`src/rtl/regfile_write_sequencer_pkg.sv`:
```
// Shared definitions for the register-file write sequencer: register
// indices, default widths and the write-back FSM state encoding.
package aardvark_pkg;

    localparam int REG_S0 = 0;
    localparam int REG_S1 = 1;
    localparam int REG_SP = 2;
    localparam int REG_RA = 3;

    localparam int DATA_W = 8;
    localparam int ADDR_W = 2;

    typedef enum logic [1:0] {
        IDLE    = 2'd0,
        SETUP   = 2'd1,
        STROBE  = 2'd2,
        RELEASE = 2'd3
    } wb_state_t;

endpackage

```
`src/rtl/regfile_write_sequencer_if.sv`:
```
// Result-write handshake between the execute/memory stage (master) and
// the write sequencer (slave).
interface regfile_write_sequencer_if #(
    parameter int DATA_W = aardvark_pkg::DATA_W,
    parameter int ADDR_W = aardvark_pkg::ADDR_W
);
    logic              res_valid;
    logic              res_ready;
    logic              res_link;
    logic [ADDR_W-1:0] res_addr;
    logic [DATA_W-1:0] res_data;

    modport master (
        output res_valid, res_link, res_addr, res_data,
        input  res_ready
    );

    modport slave (
        input  res_valid, res_link, res_addr, res_data,
        output res_ready
    );
endinterface

```
`src/rtl/regfile_write_sequencer_wb_fifo.sv`:
```
// Small result queue for the write sequencer. Exposes its entries in age
// order (index 0 = oldest) so the top can build the pending scoreboard and,
// when WB_BYPASS_EN is defined, the forwarding lookup.
// Ready is registered: it reflects "not full" after the current edge, so a
// pop while full re-opens the queue only on the following cycle.
module wb_fifo #(
    parameter int DATA_W = aardvark_pkg::DATA_W,
    parameter int ADDR_W = aardvark_pkg::ADDR_W,
    parameter int DEPTH  = 2
) (
    input  logic                          clk,
    input  logic                          reset,
    input  logic                          push,
    input  logic [ADDR_W-1:0]             push_addr,
    input  logic [DATA_W-1:0]             push_data,
    input  logic                          pop,
    output logic [ADDR_W-1:0]             head_addr,
    output logic [DATA_W-1:0]             head_data,
    output logic                          empty,
    output logic                          ready,
    output logic [DEPTH-1:0]              entry_valid,
    output logic [DEPTH-1:0][ADDR_W-1:0]  entry_addr
`ifdef WB_BYPASS_EN
    , output logic [DEPTH-1:0][DATA_W-1:0] entry_data
`endif
);
    import aardvark_pkg::*;

    localparam int PTR_W = $clog2(DEPTH);
    localparam int CNT_W = PTR_W + 1;

    logic [DEPTH-1:0][ADDR_W-1:0] mem_addr_r;
    logic [DEPTH-1:0][DATA_W-1:0] mem_data_r;
    logic [PTR_W-1:0]             wr_ptr_r;
    logic [PTR_W-1:0]             rd_ptr_r;
    logic [CNT_W-1:0]             count_r;
    logic [CNT_W-1:0]             count_next_s;
    logic                         ready_r;
    logic                         push_ok_s;
    logic                         pop_ok_s;

    assign empty     = (count_r == {CNT_W{1'b0}});
    assign ready     = ready_r;
    assign push_ok_s = push & ready_r;
    assign pop_ok_s  = pop & ~empty;
    assign head_addr = mem_addr_r[rd_ptr_r];
    assign head_data = mem_data_r[rd_ptr_r];

    // Occupancy after this edge, used for both the counter and registered ready.
    always_comb begin
        count_next_s = count_r + CNT_W'(push_ok_s) - CNT_W'(pop_ok_s);
    end

    // Queue storage, wrapping pointers, occupancy and registered ready.
    always_ff @(posedge clk) begin
        if (reset) begin
            mem_addr_r <= '0;
            mem_data_r <= '0;
            wr_ptr_r   <= '0;
            rd_ptr_r   <= '0;
            count_r    <= '0;
            ready_r    <= 1'b1;
        end else begin
            if (push_ok_s) begin
                mem_addr_r[wr_ptr_r] <= push_addr;
                mem_data_r[wr_ptr_r] <= push_data;
                wr_ptr_r             <= wr_ptr_r + PTR_W'(1);
            end
            if (pop_ok_s) begin
                rd_ptr_r <= rd_ptr_r + PTR_W'(1);
            end
            count_r <= count_next_s;
            ready_r <= (count_next_s != CNT_W'(DEPTH));
        end
    end

    // Present the live entries oldest-first for the scoreboard and bypass.
    always_comb begin
        entry_valid = '0;
        entry_addr  = '0;
`ifdef WB_BYPASS_EN
        entry_data  = '0;
`endif
        for (int i = 0; i < DEPTH; i++) begin
            entry_valid[i] = (CNT_W'(i) < count_r);
            entry_addr[i]  = mem_addr_r[rd_ptr_r + PTR_W'(i)];
`ifdef WB_BYPASS_EN
            entry_data[i]  = mem_data_r[rd_ptr_r + PTR_W'(i)];
`endif
        end
    end
endmodule

```
`src/rtl/regfile_write_sequencer.sv`:
```
// Write-side front end for the 4-entry register file. Queues result writes
// and replays each one as SETUP (address/data presented), STROBE
// (regWrite high) and RELEASE (regWrite low, address/data held).
// Optional feature macro: WB_BYPASS_EN adds the byp_addr/byp_hit/byp_data
// forwarding lookup over pending writes.
module regfile_write_sequencer #(
    parameter int DATA_W = aardvark_pkg::DATA_W,
    parameter int ADDR_W = aardvark_pkg::ADDR_W,
    parameter int DEPTH  = 2
) (
    input  logic                        clk,
    input  logic                        reset,
    regfile_write_sequencer_if.slave    res,
    output logic                        regWrite,
    output logic [ADDR_W-1:0]           wr_addr,
    output logic [DATA_W-1:0]           dataToWrite,
    output logic [3:0]                  pending,
    output logic                        busy
`ifdef WB_BYPASS_EN
    , input  logic [ADDR_W-1:0]         byp_addr
    , output logic                      byp_hit
    , output logic [DATA_W-1:0]         byp_data
`endif
);
    import aardvark_pkg::*;

    wb_state_t                    state_r;
    logic                         reg_write_r;
    logic [ADDR_W-1:0]            wr_addr_r;
    logic [DATA_W-1:0]            wr_data_r;
    logic [ADDR_W-1:0]            push_addr_s;
    logic                         pop_s;
    logic [ADDR_W-1:0]            head_addr_s;
    logic [DATA_W-1:0]            head_data_s;
    logic                         fifo_empty_s;
    logic [DEPTH-1:0]             entry_valid_s;
    logic [DEPTH-1:0][ADDR_W-1:0] entry_addr_s;
    logic [3:0]                   pending_s;
    logic                         in_flight_s;
`ifdef WB_BYPASS_EN
    logic [DEPTH-1:0][DATA_W-1:0] entry_data_s;
    logic                         byp_hit_s;
    logic [DATA_W-1:0]            byp_data_s;
`endif

    // jal link writes always land in $ra regardless of res_addr.
    always_comb begin
        if (res.res_link) begin
            push_addr_s = ADDR_W'(REG_RA);
        end else begin
            push_addr_s = res.res_addr;
        end
    end

    assign in_flight_s = (state_r != IDLE);
    assign pop_s       = ~fifo_empty_s & ((state_r == IDLE) | (state_r == RELEASE));

    wb_fifo #(
        .DATA_W (DATA_W),
        .ADDR_W (ADDR_W),
        .DEPTH  (DEPTH)
    ) u_fifo (
        .clk         (clk),
        .reset       (reset),
        .push        (res.res_valid),
        .push_addr   (push_addr_s),
        .push_data   (res.res_data),
        .pop         (pop_s),
        .head_addr   (head_addr_s),
        .head_data   (head_data_s),
        .empty       (fifo_empty_s),
        .ready       (res.res_ready),
        .entry_valid (entry_valid_s),
        .entry_addr  (entry_addr_s)
`ifdef WB_BYPASS_EN
        , .entry_data (entry_data_s)
`endif
    );

    // Setup/strobe/release sequencer; address and data load only on entry to SETUP.
    always_ff @(posedge clk) begin
        if (reset) begin
            state_r     <= IDLE;
            reg_write_r <= 1'b0;
            wr_addr_r   <= '0;
            wr_data_r   <= '0;
        end else begin
            case (state_r)
                IDLE, RELEASE: begin
                    reg_write_r <= 1'b0;
                    if (pop_s) begin
                        wr_addr_r <= head_addr_s;
                        wr_data_r <= head_data_s;
                        state_r   <= SETUP;
                    end else begin
                        state_r   <= IDLE;
                    end
                end
                SETUP: begin
                    reg_write_r <= 1'b1;
                    state_r     <= STROBE;
                end
                STROBE: begin
                    reg_write_r <= 1'b0;
                    state_r     <= RELEASE;
                end
                default: begin
                    reg_write_r <= 1'b0;
                    state_r     <= IDLE;
                end
            endcase
        end
    end

    // Scoreboard of registers with a queued or in-flight write.
    always_comb begin
        pending_s = 4'b0000;
        if (in_flight_s) begin
            pending_s[wr_addr_r] = 1'b1;
        end else begin
            pending_s = 4'b0000;
        end
        for (int i = 0; i < DEPTH; i++) begin
            if (entry_valid_s[i]) begin
                pending_s[entry_addr_s[i]] = 1'b1;
            end else begin
                pending_s = pending_s;
            end
        end
    end

`ifdef WB_BYPASS_EN
    // Youngest matching write wins: in-flight first, then queue oldest to newest.
    always_comb begin
        byp_hit_s  = 1'b0;
        byp_data_s = '0;
        if (in_flight_s && (wr_addr_r == byp_addr)) begin
            byp_hit_s  = 1'b1;
            byp_data_s = wr_data_r;
        end else begin
            byp_hit_s  = 1'b0;
        end
        for (int i = 0; i < DEPTH; i++) begin
            if (entry_valid_s[i] && (entry_addr_s[i] == byp_addr)) begin
                byp_hit_s  = 1'b1;
                byp_data_s = entry_data_s[i];
            end else begin
                byp_hit_s  = byp_hit_s;
            end
        end
    end

    assign byp_hit  = byp_hit_s;
    assign byp_data = byp_data_s;
`endif

    assign regWrite    = reg_write_r;
    assign wr_addr     = wr_addr_r;
    assign dataToWrite = wr_data_r;
    assign pending     = pending_s;
    assign busy        = in_flight_s | ~fifo_empty_s;
endmodule
```
`src/flat_wrapper.sv`:
```
// flat-port wrapper written by rule: the top's interface ports become plain ports
module regfile_write_sequencer_flat import aardvark_pkg::*;
#(
    parameter int DATA_W = aardvark_pkg::DATA_W,
    parameter int ADDR_W = aardvark_pkg::ADDR_W,
    parameter int DEPTH  = 2
)
  (clk, reset, regWrite, wr_addr, dataToWrite, pending, busy, res_res_valid, res_res_link, res_res_addr, res_res_data, res_res_ready);
  regfile_write_sequencer_if #(.DATA_W(DATA_W), .ADDR_W(ADDR_W)) res_i ();
  input  logic clk;
  input  logic reset;
  output logic regWrite;
  output logic [ADDR_W-1:0] wr_addr;
  output logic [DATA_W-1:0] dataToWrite;
  output logic [3:0] pending;
  output logic busy;
  input wire logic [$bits(res_i.res_valid)-1:0] res_res_valid;
  input wire logic [$bits(res_i.res_link)-1:0] res_res_link;
  input wire logic [$bits(res_i.res_addr)-1:0] res_res_addr;
  input wire logic [$bits(res_i.res_data)-1:0] res_res_data;
  output wire logic [$bits(res_i.res_ready)-1:0] res_res_ready;
  assign res_i.res_valid = res_res_valid;
  assign res_i.res_link = res_res_link;
  assign res_i.res_addr = res_res_addr;
  assign res_i.res_data = res_res_data;
  assign res_res_ready = res_i.res_ready;
  regfile_write_sequencer #(.DATA_W(DATA_W), .ADDR_W(ADDR_W), .DEPTH(DEPTH)) u_core (.clk(clk), .reset(reset), .res(res_i), .regWrite(regWrite), .wr_addr(wr_addr), .dataToWrite(dataToWrite), .pending(pending), .busy(busy));
endmodule
```
`config.mk`:
```
export PLATFORM = sky130hd
export DESIGN_NAME = regfile_write_sequencer_flat
export DESIGN_NICKNAME = d
export VERILOG_FILES = /design/src/rtl/regfile_write_sequencer_pkg.sv /design/src/rtl/regfile_write_sequencer_if.sv /design/src/rtl/regfile_write_sequencer_wb_fifo.sv /design/src/rtl/regfile_write_sequencer.sv /design/src/flat_wrapper.sv
export SDC_FILE = /design/constraint.sdc
export NUM_CORES = 1
export LEC_CHECK = 0
export BUFFER_PORTS_ARGS = -buffer_cell sky130_fd_sc_hd__buf_2
export CORE_UTILIZATION = 54
export DETAILED_ROUTE_END_ITERATION = 6
export GPL_TIMING_DRIVEN = 1
export PLACE_DENSITY = 0.86
export SYNTH_ARGS = -nofsm -noshare
export SYNTH_HDL_FRONTEND = slang
export SYNTH_SLANG_ARGS = --single-unit
```
`constraint.sdc`:
```
create_clock -name clk -period 2.3 [get_ports clk]
set_input_delay 0.115 -clock clk [delete_from_list [all_inputs] [get_ports clk]]
set_output_delay 0.115 -clock clk [all_outputs]
set_load 0.005 [all_outputs]
```
Word-level counts from Yosys, hierarchy flattened
Cells that the tools add are included.

operators by class
  add/sub/neg operators = 4
  equality and inequality tests = 4
  multiplexer cells = 25
  bitwise gates (word level) = 8
  $lt $le $gt $ge = 12
  reduce and logical (&&, ||, !) cells = 10

operators with widths
  kind                                                        number
  two-way mux 8 bit                                           3
  bitwise mux 16 bit                                          1
  two-way mux 2 bit                                           6
  two-way mux 4 bit                                           3
  less-than comparator 2 x 3 -> 1 bit, second input constant  3
  demux 8 bit (select 1 bit)                                  1
  bitwise OR 4 bit                                            2
  demux 1 bit (select 2 bit)                                  3
  >= comparator 2 x 1 -> 1 bit, second input constant         3
  less-than comparator 1 x 2 -> 1 bit, second input constant  3
  one-hot mux 2 bit (3 select lines)                          1
  bitwise mux 4 bit                                           1
  == test 2 bit, second input constant                        2
  logical AND 1 bit                                           4
  logical NOT 2 bit                                           2
  less-than comparator 1 x 2 -> 1 bit, first input constant   2
  two-way mux 1 bit                                           4
  AND 1 bit                                                   3
  OR reduction 3 bit                                          1
  adder 1 bit, second input constant                          2
  adder 2 x 1 -> 2 bit                                        1
  demux 2 bit (select 1 bit)                                  1
  == test 2 x 1 -> 1 bit, second input constant               1
  inequality test 2 bit, second input constant                1
  8 further kinds                                             9

storage, ports and cells
  register bits after elaboration = 38
  logic and storage cells = 75

Logic depth before layout (Yosys ltp)
Gate-level depths: netlist (run 1).

  word-level depth = 10
  gate-level depth with buffers = 10

By module
Synthesis (run 1) repeated with hierarchy kept, for this count alone.

second synthesis, totals
  cell total of the unflattened synthesis = 194
  area total of the unflattened synthesis = 1901.8 µm²

by module, submodules not included
  module                   sequential area each (µm²)  cells each  area an instance (µm²)  times used
  wb_fifo                  500.5                       116         1229.9                  1
  regfile_write_sequencer  260.2                       78          671.9                   1

Least setup slack after synthesis (run 1)
Ideal clock, no wire load.

  path type = flip-flop to flip-flop
  start = register u_core.state_r[0]
  end = register u_core.u_fifo.ready_r (netlist: u_core.u_fifo.ready)
  data required time = 2186 ps
  setup time = 114 ps
  path slack = 210 ps
  period minus slack after synthesis = 2090 ps
  arrival time = 1976 ps
  buffers on the path = 2
  cell stages (with the launch flop) = 11
  path through = dfxtp_1 -> inv_1 -> ha_1 -> o21ba_1 -> buf_6 -> buf_2 -> xnor2_1 -> ha_1 -> xnor2_1 -> a211o_1 -> a21o_1

on the way
  longest elaborated chain between the ends = 6
  elaborated cells between the ends (all ways) = 7
  classes of those cells = 1 x add/sub; 2 x eq/ne; 3 x bitwise; 1 x reduce/logical

ends and longest elaborated chain
  element                                                    RTL line                               source
  start, declared                                            regfile_write_sequencer.sv:27          wb_state_t state_r;
  start signal, assigned                                     regfile_write_sequencer.sv:83          state_r <= IDLE;
  start signal, assigned                                     regfile_write_sequencer.sv:94          state_r <= SETUP;
  start signal, assigned                                     regfile_write_sequencer.sv:96          state_r <= IDLE;
  == test 2 bit / logical NOT 2 bit (equally long branches)  regfile_write_sequencer.sv:56          assign pop_s = ~fifo_empty_s & ((state_r == IDLE) | (state_r == RELEASE));
  bitwise OR 1 bit (*)                                       regfile_write_sequencer.sv:56
  AND 1 bit (*)                                              regfile_write_sequencer.sv:56
  AND 1 bit (*)                                              regfile_write_sequencer_wb_fifo.sv:45  assign pop_ok_s = pop & ~empty;
  subtractor 2 x 1 -> 2 bit (*)                              regfile_write_sequencer_wb_fifo.sv:51  count_next_s = count_r + CNT_W'(push_ok_s) - CNT_W'(pop_ok_s);
  inequality test 2 bit (*)                                  regfile_write_sequencer_wb_fifo.sv:73  ready_r <= (count_next_s != CNT_W'(DEPTH));
  end signal, assigned                                       regfile_write_sequencer_wb_fifo.sv:73
  end, declared                                              regfile_write_sequencer_wb_fifo.sv:38  logic ready_r;

Every way passes the cells marked *; elsewhere a longest branch is shown, timed or not.
A chain may end at the register's enable or synchronous reset.

Worst setup path after layout (run 1)
Same ends and word-level chain as after synthesis.

==> results.md, run 1 <==
| Result | Reported | Unit |
| --- | --- | --- |
| I/O pins | 31 | - |
| # setup viols final | 0 | - |
| Vias in the first global route | 1284 | - |
| Post-Syn Nets | 209 | - |
| Tightest Pin Transition | 0.652 | ns |
| Antenna violations before repair | 0 | - |
| Library cell used as clock root buffer | sky130_fd_sc_hd__clkbuf_4 | - |
| Standby leakage power | 0.000770 | µW |
| First DRT Iteration DRCs | 82 | - |
| Clk buf depth | 2 | - |
| RSZ-0062 raised after global routing | no | - |
| Origin of the worst min-delay path | res_res_addr[0] | - |
| Warnings from Yosys | 0 | - |
| Critical path launch point | u_core.state_r[0] | - |
| Category of the critical setup timing path | register to register | - |
| Cell with the largest stage delay on the worst path | sky130_fd_sc_hd__dfxtp_1 | - |
| Insertion delay of the later-clocked pin in the worst-skew pair | 0.34 | ns |
| Library cells used by synthesis | 32 | - |
| Post-synth top area cell | sky130_fd_sc_hd__dfxtp_1 | - |
| Worst stage delay on the critical path | 0.35 | ns |
| Aggregate negative setup slack | 0 | ns |
| Overflow after GRT | 0 | - |
| Portion of synthesized cell area occupied by the leading cell type | 0.461 | - |
| Power dissipated by switching net loads | 902 | µW |
| Post-DR wirelength/cell | 13.1 | µm |
| Cell count after synthesis | 191 | - |
| Sequential cell area fraction in the yosys report | 0.461 | - |
| Fraction of power spent switching nets | 0.388 | - |
| Total via count after detailed routing | 1399 | - |
| Maximum operating frequency | 508 | MHz |
| Peak supply drop | 0.588 | mV |
| CP arrival | 2.21 | ns |
| CP Max Fanout | 3 | - |
| Clock network power share | 0.138 | - |
| Slew Limit Fails | 0 | - |
| Count of placed standard cells in the final layout, fillers left out | 257 | - |
| Number of core rows | 19 | - |
| Fin worst setup slack | 0.332 | ns |
| Post-Syn Area | 1650 | µm² |
| Register-to-Register Setup Slack | 0.33 | ns |
| Cell-by-cell trace of the critical path | inv_1, ha_1, o21ba_1, xnor2_1, ha_1, xnor2_1, a211o_1, a21o_1 | - |
| Relative slew margins | 0.565 | - |
| Number of cells in the design after placement | 242 | - |
| Number of CTS-inserted buffers | 5 | - |
| Post-synth top flop | sky130_fd_sc_hd__dfxtp_1 | - |
| Final std cell area, no fill | 1910 | µm² |
| Total routing usage reported by global routing | 0.232 | - |
| Ranking of synthesized cells by area | sky130_fd_sc_hd__dfxtp_1 46%, sky130_fd_sc_hd__nand2_1 8.2%, sky130_fd_sc_hd__a211oi_1 6.4% | - |
| Vert. Die Dim | 57.3 | µm |
| Largest net degree at the start of global routing | 39 | - |
| Max cap viols | 0 | - |
| Placed Instance Area | 1780 | µm² |
| Number of clock sinks seen by CTS | 38 | - |
| Final critical-path share of the clock period | 0.856 | - |
| Clock tree skew after final layout | 0.00684 | ns |
| Count of nets left with antenna violations after detail routing | 0 | - |
| Most frequent cells in the layout | 38 x sky130_fd_sc_hd__dfxtp_1, 36 x sky130_fd_sc_hd__nand2_1, 30 x sky130_fd_sc_hd__buf_2, 23 x sky130_fd_sc_hd__nor2_1, 19 x sky130_fd_sc_hd__a21oi_1 | - |
| Layout Nets | 244 | - |
| CORE AREA | 2830 | µm² |
| Reg2Reg Launch Point | u_core.state_r[0] | - |
| Sequential Power Share | 0.432 | - |
| Logic pwr share | 0.430 | - |
| Number of levels the H-tree was split into | 2 | - |
| Die Area | 3280 | µm² |
| Capturing element type of the critical path | register | - |
| Tightest Hold Check Type | primary input to register | - |
| CTS tree | built | - |
| Layout overhead on the synthesized area | 15.7 | % |
| First drt pass iteration count | 6 | - |
| Outcome | finished with violations | - |
| Global-route wire length before repair | 5610 | µm |
| Detailed-route vias per instance | 5.44 | - |
| Required time of the critical path | 2.55 | ns |
| Final Hold Viols | 0 | - |
| Flop and latch count out of synthesis | 38 | - |
| Violated checks | DRC | - |
| Total power density per cell area | 1220 | nW/µm² |
| Internal power contribution | 1420 | µW |
| Overall routed net length | 3350 | µm |
| Hold slack | 0.132 | ns |
| CTS clock-pin slew for the worst setup and hold paths | 0.11 | ns |
| Count of flip-flops with a built-in enable after synthesis | 0 | - |
| # DRC | 4 | - |
| Port bufs | 30 | - |
| Starting utilization of the core area | 0.584 | - |
| Pre-CTS setup slack | 0.351 | ns |
| Placed wire-length estimate | 2210 | µm |
| Worst setup SP type | register | - |
| Final GP Congestion | 0.820 | - |
| Most common cell after layout, fill and taps aside | sky130_fd_sc_hd__dfxtp_1 | - |
| Final critical-path required period | 1.97 | ns |
| Ratio of cells with drive above 1 in the final layout | 0.181 | - |
| Average footprint of a synthesized cell | 8.65 | µm² |
| Antenna cells | 0 | - |
| Async S/R FF share, synth | 0 | - |
| Width of the die | 57.3 | µm |
cell usage after synthesis, drive strengths merged, types with 2 or more instances:
cell / instances
inv: 3
nand3b: 3
nor2: 23
xnor2: 3
ha: 4
o211ai: 3
nand2: 36
nand4b: 2
a211oi: 14
clkbuf: 3
a21oi: 19
mux2i: 10
buf: 9
dfxtp: 38
nand3: 4
nor2b: 4
state kept, by name, summed over array words and instances, names as in the netlist:
| signal | flops |
|---|---|
| u_core.dataToWrite | 8 |
| u_core.regWrite | 1 |
| u_core.state_r | 2 |
| u_core.u_fifo.count_r | 2 |
| u_core.u_fifo.mem_addr_r | 4 |
| u_core.u_fifo.mem_data_r | 16 |
| u_core.u_fifo.rd_ptr_r | 1 |
| u_core.u_fifo.ready | 1 |
| u_core.u_fifo.wr_ptr_r | 1 |
| u_core.wr_addr | 2 |
through the flow:
| step | utilization | power [µW] |
|---|---|---|
| 6_report | 0.675 | 2320 |
| 5_1_grt | 0.675 | 2520 |
| 4_1_cts | 0.675 | 2340 |
| 3_5_place_dp | 0.630 | 2010 |
| 3_3_place_gp | 0.630 | 1970 |
| 2_1_floorplan | - | 1750 |
power groups by stage:
stage,clock network [µW],logic [µW],registers (µW)
floorplan,0,763,984
global placement,0,958,1010
detailed placement,0,991,1020
CTS,332,1010,1000
global route,358,1130,1030
finish,320,998,1000
cell type report:
| type | count | area, µm² |
|---|---|---|
| Inverter | 3 | 11.3 |
| Clock inverter | 2 | 10.0 |
| Sequential cell | 38 | 761 |
| Multi-Input combinational cell | 138 | 807 |
| Tap cell | 31 | 38.8 |
| Clock buffer | 5 | 37.5 |
| Fill cell | 238 | 918 |
| Timing Repair Buffer | 40 | 245 |
final timing paths:
path | endpoint | cells past startpoint
min | u_core.u_fifo.mem_addr_r[0] | 3
max reg2reg | u_core.u_fifo.ready | 8
max | u_core.u_fifo.ready | 8
min reg2reg | u_core.u_fifo.mem_data_r[9] | 2
metal layers:
metal,routed length (µm),GRT usage,share of wire
met1,1510,0.265,0.45
met2,1600,0.368,0.48
met5,0,0,0
met3,139,0.0771,0.041
met4,109,0.160,0.032
critical path, delay by kind of cell (launching register included):
family | cells | cell delay, ns
adder cells (fa/ha/maj) | 2 | 0.51
XOR/XNOR | 2 | 0.22
flip-flops | 1 | 0.35
buffers and inverters | 1 | 0.06
AO/OA/AOI/OAI | 3 | 0.73
cells by family after synthesis:
group / share of synthesized area
adders and majority gates: 0.0303
and+or+nand+nor: 0.205
muxes: 0.0674
DFF: 0.461
buffers and inverters: 0.0508
AOI/OAI and AO/OA: 0.170
xor gates and xnor gates: 0.0159
timing repair:
| action | in CTS | in global routing |
|---|---|---|
| hold endpoints to repair | 12 | 0 |
| gates resized for setup | 0 | 0 |
| hold buffers | 8 | 0 |
| setup buffers | 0 | 0 |
(Power assumes the default switching activity.)
==> run 2: changes to the inputs <==
--- a/config.mk
+++ b/config.mk
@@ -5,8 +5,9 @@
 export SDC_FILE = /design/constraint.sdc
 export NUM_CORES = 1
 export LEC_CHECK = 0
+export ABC_AREA = 1
 export BUFFER_PORTS_ARGS = -buffer_cell sky130_fd_sc_hd__buf_2
-export CORE_UTILIZATION = 54
+export CORE_UTILIZATION = 55
 export DETAILED_ROUTE_END_ITERATION = 6
 export GPL_TIMING_DRIVEN = 1
 export PLACE_DENSITY = 0.86
==> results.md, run 2 <==
| Result | Reported | Unit | vs previous |
| --- | --- | --- | --- |
| Outcome | finished, final reports clean | - |  |
| Library cells used by synthesis | 23 | - | -28% |
| Post-Syn Nets | 262 | - | +25% |
| Library cell used as clock root buffer | sky130_fd_sc_hd__clkbuf_4 | - |  |
| Number of CTS-inserted buffers | 5 | - | unchanged |
| Width of the die | 59.6 | µm | +3.9% |
| Standby leakage power | 0.000907 | µW | +18% |
| Count of placed standard cells in the final layout, fillers left out | 316 | - | +23% |
| Detailed-route vias per instance | 5.05 | - | -7.2% |
| Clock tree skew after final layout | 0.00947 | ns | +0.00263 ns |
| Count of nets left with antenna violations after detail routing | 0 | - | unchanged |
| Largest net degree at the start of global routing | 22 | - | -44% |
| Reg with most FFs | u_core.u_fifo.mem_data_r | - |  |
| Average footprint of a synthesized cell | 7.47 | µm² | -14% |
| Total area of multi-input combinational cells | 847 | µm² | +5.0% |
| Aggregate negative setup slack | 0 | ns | unchanged |
| Cell count after synthesis | 244 | - | +28% |
| Overflow after GRT | 0 | - | unchanged |
| Final critical-path required period | 1.91 | ns | -0.0547 ns |
| Cell-by-cell trace of the critical path | inv_1, ha_1, inv_1, nand2_4, nand2_1, nand2_1, ha_1, inv_1, nand2_1, nand2_1, nand3_1, nand2_1, nor2_1 | - |  |
| Finished Core Util | 0.650 | - | -0.0250 |
| Max cap viols | 0 | - | unchanged |
| Most common cell in the synthesized netlist | sky130_fd_sc_hd__nand2_1 | - |  |
| Worst path bufs/invs | 3 | - | +2 |
| Total power density per cell area | 1220 | nW/µm² | +0.23% |
| # DRC | 0 | - | -4 |
| CORE AREA | 3100 | µm² | +9.7% |
| Fill cells | 320 | - | +34% |
| Most common cell after layout, fill and taps aside | sky130_fd_sc_hd__nand2_1 | - |  |
| Number of clock sinks seen by CTS | 38 | - | unchanged |
| Antenna violations before repair | 0 | - | unchanged |
| Die Area | 3550 | µm² | +8.0% |
| # setup viols final | 0 | - | unchanged |
| Port bufs | 30 | - | unchanged |
| Largest register FFs | 16 | - | unchanged |
| Worst setup SP type | register | - |  |
| Tightest Pin Transition | 0.642 | ns | -0.0105 ns |
| Cell with the largest stage delay on the worst path | sky130_fd_sc_hd__dfxtp_1 | - |  |
| Global-route wire length before repair | 6160 | µm | +9.8% |
| Hold slack | 0.00790 | ns | -0.124 ns |
| Worst stage delay on the critical path | 0.35 | ns | about the same |
| Register Area | 761 | µm² | unchanged |
| Number of core rows | 20 | - | +1 |
| Count of flip-flops with a built-in enable after synthesis | 0 | - | unchanged |
| I/O pins | 31 | - | unchanged |
| Antenna cells | 0 | - | unchanged |
| Total via count after detailed routing | 1597 | - | +14% |
| Post-synth top area cell | sky130_fd_sc_hd__dfxtp_1 | - |  |
| CP arrival | 2.15 | ns | -0.06 ns |
| Final Hold Viols | 0 | - | unchanged |
| Clk buf depth | 2 | - | unchanged |
| Capturing element type of the critical path | register | - |  |
| Vert. Die Dim | 59.6 | µm | +3.9% |
| Sequential cell area fraction in the yosys report | 0.418 | - | -0.0430 |
| First drt pass iteration count | 4 | - | -2 |
| Portion of synthesized cell area occupied by the leading cell type | 0.418 | - | -0.0430 |
| Synth top cells by count | 55 x sky130_fd_sc_hd__nand2_1, 38 x sky130_fd_sc_hd__dfxtp_1, 24 x sky130_fd_sc_hd__nor2_1 | - |  |
| Flop and latch count out of synthesis | 38 | - | unchanged |
| Layout overhead on the synthesized area | 10.8 | % |  |
| RSZ-0062 raised after global routing | no | - |  |
| First DRT Iteration DRCs | 50 | - | -39% |
| Warnings from Yosys | 0 | - | unchanged |
| CTS clock-pin slew for the worst setup and hold paths | 0.11 | ns | about the same |
| Final GP Congestion | 0.798 | - | -2.7% |
| Family with the most delay on the worst path | simple AND/OR/NAND/NOR gates | - |  |
| Tightest Hold Check Type | primary input to register | - |  |
| Layout Nets | 289 | - | +18% |
| CP Max Fanout | 13 | - | +10 |
| Post-synth top flop | sky130_fd_sc_hd__dfxtp_1 | - |  |
| Fin worst setup slack | 0.387 | ns | +0.0547 ns |
| Maximum operating frequency | 523 | MHz | +2.9% |
| Number of levels the H-tree was split into | 2 | - | unchanged |
| Post-DR wirelength/cell | 11.5 | µm | -12% |
| Insertion delay of the later-clocked pin in the worst-skew pair | 0.35 | ns | about the same |
| Category of the critical setup timing path | register to register | - |  |
| Most frequent cells in the layout | 55 x sky130_fd_sc_hd__nand2_1, 38 x sky130_fd_sc_hd__dfxtp_1, 30 x sky130_fd_sc_hd__buf_2, 24 x sky130_fd_sc_hd__nor2_1, 23 x sky130_fd_sc_hd__inv_1 | - |  |
| Peak supply drop | 0.624 | mV | +6.2% |
| Total routing usage reported by global routing | 0.236 | - | +0.00362 |
| Ratio of cells with drive above 1 in the final layout | 0.246 | - | +0.0649 |
| Relative slew margins | 0.572 | - | +0.00639 |
| Starting utilization of the core area | 0.587 | - | +0.00328 |
| Post-CTS Hold Fix Bufs | 1 | - | -7 |
| Number of cells in the design after placement | 307 | - | +27% |
| Pre-CTS setup slack | 0.422 | ns | +0.0716 ns |
| Vias in the first global route | 1502 | - | +17% |
| Required time of the critical path | 2.54 | ns | about the same |
| Placed wire-length estimate | 2490 | µm | +13% |
| Overall routed net length | 3630 | µm | +8.2% |
| Async S/R FF share, synth | 0 | - | unchanged |
| Final critical-path share of the clock period | 0.832 | - | -0.0238 |
| Post-Syn Area | 1820 | µm² | +10% |
| Slew Limit Fails | 0 | - | unchanged |
| CTS tree | built | - |  |
| Post-CTS setup-driven buffer insertion count | 0 | - | unchanged |
| Cell occurring most often along the worst timing path | sky130_fd_sc_hd__nand2_1 | - |  |
| Ranking of synthesized cells by area | sky130_fd_sc_hd__dfxtp_1 42%, sky130_fd_sc_hd__nand2_1 11%, sky130_fd_sc_hd__nand3_1 5.2% | - |  |
| Post-CTS Resized | 0 | - | unchanged |
## run 2: worst paths after layout
kind / startpoint / to / slack (ns) / cells past startpoint
setup / recovery: u_core.state_r[0] / u_core.u_fifo.count_r[1] / 0.39 / 13
hold / removal: res_res_data[4] / u_core.u_fifo.mem_data_r[12] / 0.008 / 3
setup reg to reg: u_core.state_r[0] / u_core.u_fifo.count_r[1] / 0.39 / 13
hold reg to reg: u_core.u_fifo.mem_data_r[13] / u_core.u_fifo.mem_data_r[13] / 0.47 / 2
## run 2: kinds of logic after synthesis
kind of cell             count (synthesis)  synth area share
AO/OA/AOI/OAI                           48             0.148
AND/OR/NAND/NOR                        115             0.289
flip-flops                              38             0.418
adder cells (fa/ha/maj)                  4            0.0275
buffers and inverters                   39             0.117
## run 2: through the flow
| step | power (µW) | area (µm²) |
|---|---|---|
| 6_report | 2460 | 2020 |
| 5_1_grt | 2660 | 2020 |
| 4_1_cts | 2480 | 2020 |
| 3_5_place_dp | 2040 | 1930 |
| 3_3_place_gp | 2000 | 1930 |
| 2_1_floorplan | 1890 | 1820 |
## run 2: layout make-up
| class | instances | area share |
|---|---|---|
| clock buffers | 8 | 0.0391 |
| inverters | 27 | 0.0539 |
| multi-input cells | 167 | 0.420 |
| flip-flops and latches | 38 | 0.377 |
| well taps | 44 | 0.0273 |
| repair buffers | 32 | 0.0831 |
## run 2: routing by layer
metal,share of wire,GRT usage,up-vias
met5,0,0,-
met4,0.024,0.113,0
met1,0.45,0.263,731
li1,-,-,832
met2,0.49,0.409,25
met3,0.034,0.0699,9
## run 2: worst register-to-register path, cell delays in order, from the launching register on
cell	delay, ns
sky130_fd_sc_hd__dfxtp_1	0.35
sky130_fd_sc_hd__inv_1	0.06
sky130_fd_sc_hd__ha_1	0.35
sky130_fd_sc_hd__inv_1	0.16
sky130_fd_sc_hd__nand2_4	0.15
sky130_fd_sc_hd__nand2_1	0.09
sky130_fd_sc_hd__nand2_1	0.05
sky130_fd_sc_hd__ha_1	0.20
sky130_fd_sc_hd__inv_1	0.08
sky130_fd_sc_hd__nand2_1	0.05
sky130_fd_sc_hd__nand2_1	0.06
sky130_fd_sc_hd__nand3_1	0.09
sky130_fd_sc_hd__nand2_1	0.09
sky130_fd_sc_hd__nor2_1	0.04
## run 2: power breakdown
part	internal, µW	leakage [µW]	switching, µW
logic	392	0.000550	681
registers	811	0.000312	145
clock network	209	0.0000446	221
total	1410	0.000907	1050
==> run 3: changes to the inputs <==
--- a/config.mk
+++ b/config.mk
@@ -7,10 +7,10 @@
 export LEC_CHECK = 0
 export ABC_AREA = 1
 export BUFFER_PORTS_ARGS = -buffer_cell sky130_fd_sc_hd__buf_2
-export CORE_UTILIZATION = 55
+export CORE_UTILIZATION = 50
 export DETAILED_ROUTE_END_ITERATION = 6
 export GPL_TIMING_DRIVEN = 1
-export PLACE_DENSITY = 0.86
+export PLACE_DENSITY = 0.83
 export SYNTH_ARGS = -nofsm -noshare
 export SYNTH_HDL_FRONTEND = slang
 export SYNTH_SLANG_ARGS = --single-unit
==> constraint.sdc (replaced) <==
create_clock -name clk -period 1.7 [get_ports clk]
set_input_delay 0.085 -clock clk [delete_from_list [all_inputs] [get_ports clk]]
set_output_delay 0.085 -clock clk [all_outputs]
set_load 0.005 [all_outputs]
==> results.md, run 3 (synthesis results as in run 2) <==
| Result | Reported | Unit | vs previous |
| --- | --- | --- | --- |
| Outcome | finished, final reports clean | - |  |
| Number of CTS-inserted buffers | 5 | - | unchanged |
| Category of the critical setup timing path | register to register | - |  |
| Clock tree skew after final layout | 0.00780 | ns | -0.00167 ns |
| Total via count after detailed routing | 1605 | - | +0.50% |
| Layout overhead on the synthesized area | 15.3 | % |  |
| Origin of the worst min-delay path | res_res_data[6] | - |  |
| Max cap viols | 0 | - | unchanged |
| Hold slack | 0.0115 | ns | +0.00357 ns |
| Starting utilization of the core area | 0.533 | - | -0.0538 |
| Standby leakage power | 0.000929 | µW | +2.5% |
| Width of the die | 62.4 | µm | +4.7% |
| CP Max Fanout | 3 | - | -10 |
| Final GP Congestion | 0.850 | - | +6.5% |
| Relative slew margins | 0.630 | - | +0.0585 |
| # setup viols final | 0 | - | unchanged |
| CP arrival | 1.83 | ns | -0.32 ns |
| Detailed-route vias per instance | 4.92 | - | -2.6% |
| First drt pass iteration count | 4 | - | unchanged |
| Reg2Reg Launch Point | u_core.state_r[1] | - |  |
| Placed Instance Area | 1970 | µm² | +1.9% |
| Overall routed net length | 3720 | µm | +2.5% |
| Vias in the first global route | 1488 | - | -0.93% |
| Placed wire-length estimate | 2510 | µm | +0.56% |
| Die Area | 3890 | µm² | +9.7% |
| Post-DR wirelength/cell | 11.4 | µm | -0.66% |
| Total power draw | 3340 | µW | +36% |
| Logic pwr share | 0.489 | - | +0.053 |
| # DRC | 0 | - | unchanged |
| Ratio of cells with drive above 1 in the final layout | 0.275 | - | +0.0287 |
| CTS clock-pin slew for the worst setup and hold paths | 0.11 | ns | about the same |
| Clock network power share | 0.129 | - | -0.046 |
| Slew Limit Fails | 0 | - | unchanged |
| Layout Nets | 298 | - | +3.1% |
| Tightest Hold Check Type | primary input to register | - |  |
| Final critical-path required period | 1.59 | ns | -0.327 ns |
| Final critical-path share of the clock period | 0.933 | - | +0.101 |
| Register Area | 764 | µm² | +0.49% |
| Library cell used as clock root buffer | sky130_fd_sc_hd__clkbuf_4 | - |  |
| Power dissipated by switching net loads | 1450 | µW | +39% |
| Number of levels the H-tree was split into | 2 | - | unchanged |
| Insertion delay of the later-clocked pin in the worst-skew pair | 0.34 | ns | about the same |
| Fill cells | 327 | - | +2.2% |
| Antenna cells | 0 | - | unchanged |
| Number of core rows | 21 | - | +5.0% |
| Largest net degree at the start of global routing | 22 | - | unchanged |
| Post-CTS setup-driven buffer insertion count | 0 | - | unchanged |
| Capturing element type of the critical path | register | - |  |
| First DRT Iteration DRCs | 106 | - | +110% |
| Overflow after GRT | 0 | - | unchanged |
| Vert. Die Dim | 62.4 | µm | +4.7% |
| Port bufs | 30 | - | unchanged |
| Clk buf depth | 2 | - | unchanged |
| CTS tree | built | - |  |
| Register-to-Register Path Depth | 13 | - | unchanged |
| Sequential Power Share | 0.382 | - | -0.007 |
| Total routing usage reported by global routing | 0.219 | - | -0.0170 |
| Number of clock sinks seen by CTS | 38 | - | unchanged |
| Largest register FFs | 16 | - | unchanged |
| Count of placed standard cells in the final layout, fillers left out | 326 | - | +3.2% |
| CORE AREA | 3420 | µm² | +10% |
| Hold Path Stages | 3 | - | unchanged |
| Number of cells in the design after placement | 312 | - | +1.6% |
| Fraction of power spent switching nets | 0.435 | - | +0.00937 |
| Antenna violations before repair | 0 | - | unchanged |
| Tightest Pin Transition | 0.554 | ns | -0.0874 ns |
| Peak supply drop | 0.681 | mV | +9.1% |
| Maximum operating frequency | 630 | MHz | +21% |
| Most common cell after layout, fill and taps aside | sky130_fd_sc_hd__nand2_1 | - |  |
| Required time of the critical path | 1.94 | ns | -0.60 ns |
| Worst hold endpoint | u_core.u_fifo.mem_data_r[6] | - |  |
| Worst setup SP type | register | - |  |
| R2r endpoint | u_core.u_fifo.count_r[1] | - |  |
| Count of nets left with antenna violations after detail routing | 0 | - | unchanged |
| Internal power contribution | 1890 | µW | +34% |
| Pre-CTS setup slack | 0.0429 | ns | -0.379 ns |
| Most frequent cells in the layout | 55 x sky130_fd_sc_hd__nand2_1, 35 x sky130_fd_sc_hd__dfxtp_1, 30 x sky130_fd_sc_hd__buf_2, 24 x sky130_fd_sc_hd__nor2_1, 20 x sky130_fd_sc_hd__inv_1 | - |  |
| Final Hold Viols | 0 | - | unchanged |
| Global-route wire length before repair | 6540 | µm | +6.2% |
| Reg with most FFs | u_core.u_fifo.mem_data_r | - |  |
| Register-to-Register Setup Slack | 0.11 | ns | -0.27 ns |
| I/O pins | 31 | - | unchanged |
| Final std cell area, no fill | 2100 | µm² | +4.1% |
| Total area of multi-input combinational cells | 872 | µm² | +3.0% |
| Fin worst setup slack | 0.114 | ns | -0.273 ns |
| Total power density per cell area | 1590 | nW/µm² | +30% |
-- run 3: worst max-delay path by stage --
stage | end | cells after the start | slack, ns | from
after floorplan | u_core.u_fifo.count_r[1] | 14 | 0.07 | u_core.state_r[0]
after global placement | u_core.u_fifo.count_r[1] | 12 | 0.13 | u_core.state_r[0]
after detailed placement | u_core.u_fifo.count_r[1] | 12 | 0.04 | u_core.state_r[0]
after CTS | u_core.u_fifo.count_r[1] | 12 | 0.03 | u_core.state_r[0]
after global routing | u_core.u_fifo.count_r[1] | 13 | -0.01 | u_core.state_r[1]
final | u_core.u_fifo.count_r[1] | 13 | 0.11 | u_core.state_r[1]
-- run 3: power groups by stage --
| stage | Combinational (µW) | Clock [µW] | Sequential, µW |
|---|---|---|---|
| 2_1_floorplan | 1360 | 0 | 1230 |
| 3_3_place_gp | 1530 | 0 | 1270 |
| 3_5_place_dp | 1580 | 0 | 1280 |
| 4_1_cts | 1600 | 443 | 1260 |
| 5_1_grt | 1840 | 486 | 1310 |
| 6_report | 1630 | 430 | 1280 |
-- run 3: repair_timing --
item	CTS	global route
setup endpoints to repair	0	5
hold endpoints to repair	11	0
hold buffers	7	0
gates resized for setup	0	9
-- run 3: critical path, cell delays in order (launching register included) --
cell and delay (ns):
sky130_fd_sc_hd__dfxtp_2 0.35, sky130_fd_sc_hd__inv_2 0.05, sky130_fd_sc_hd__ha_4 0.25, sky130_fd_sc_hd__inv_4 0.07, sky130_fd_sc_hd__nand2_4 0.05, sky130_fd_sc_hd__nand2_1 0.05, sky130_fd_sc_hd__nand2_1 0.05, sky130_fd_sc_hd__ha_2 0.18
sky130_fd_sc_hd__inv_1 0.08, sky130_fd_sc_hd__nand2_1 0.05, sky130_fd_sc_hd__nand2_1 0.08, sky130_fd_sc_hd__nand3_2 0.09, sky130_fd_sc_hd__nand2_1 0.09, sky130_fd_sc_hd__nor2_1 0.04
-- run 3: stage by stage --
step / utilization / setup TNS (ns)
after floorplan: - / 0
after CTS: 0.610 / 0
final: 0.615 / 0
after detailed placement: 0.576 / 0
after global routing: 0.615 / -0.0100
after global placement: 0.576 / 0
-- run 3: final cells by class --
type / instances / share of cell area
inverters: 27 / 0.0530
clock buffers: 7 / 0.0214
flip-flops and latches: 38 / 0.364
repair buffers: 41 / 0.119
well taps: 46 / 0.0274
multi-input cells: 167 / 0.415
-- run 3: per-layer routing --
layer | part of all wire | global-route usage | up-vias
met1 | 0.42 | 0.251 | 716
met3 | 0.054 | 0.0570 | 5
met5 | 0 | 0 | -
li1 | - | - | 841
met2 | 0.50 | 0.385 | 43
met4 | 0.017 | 0.0872 | 0
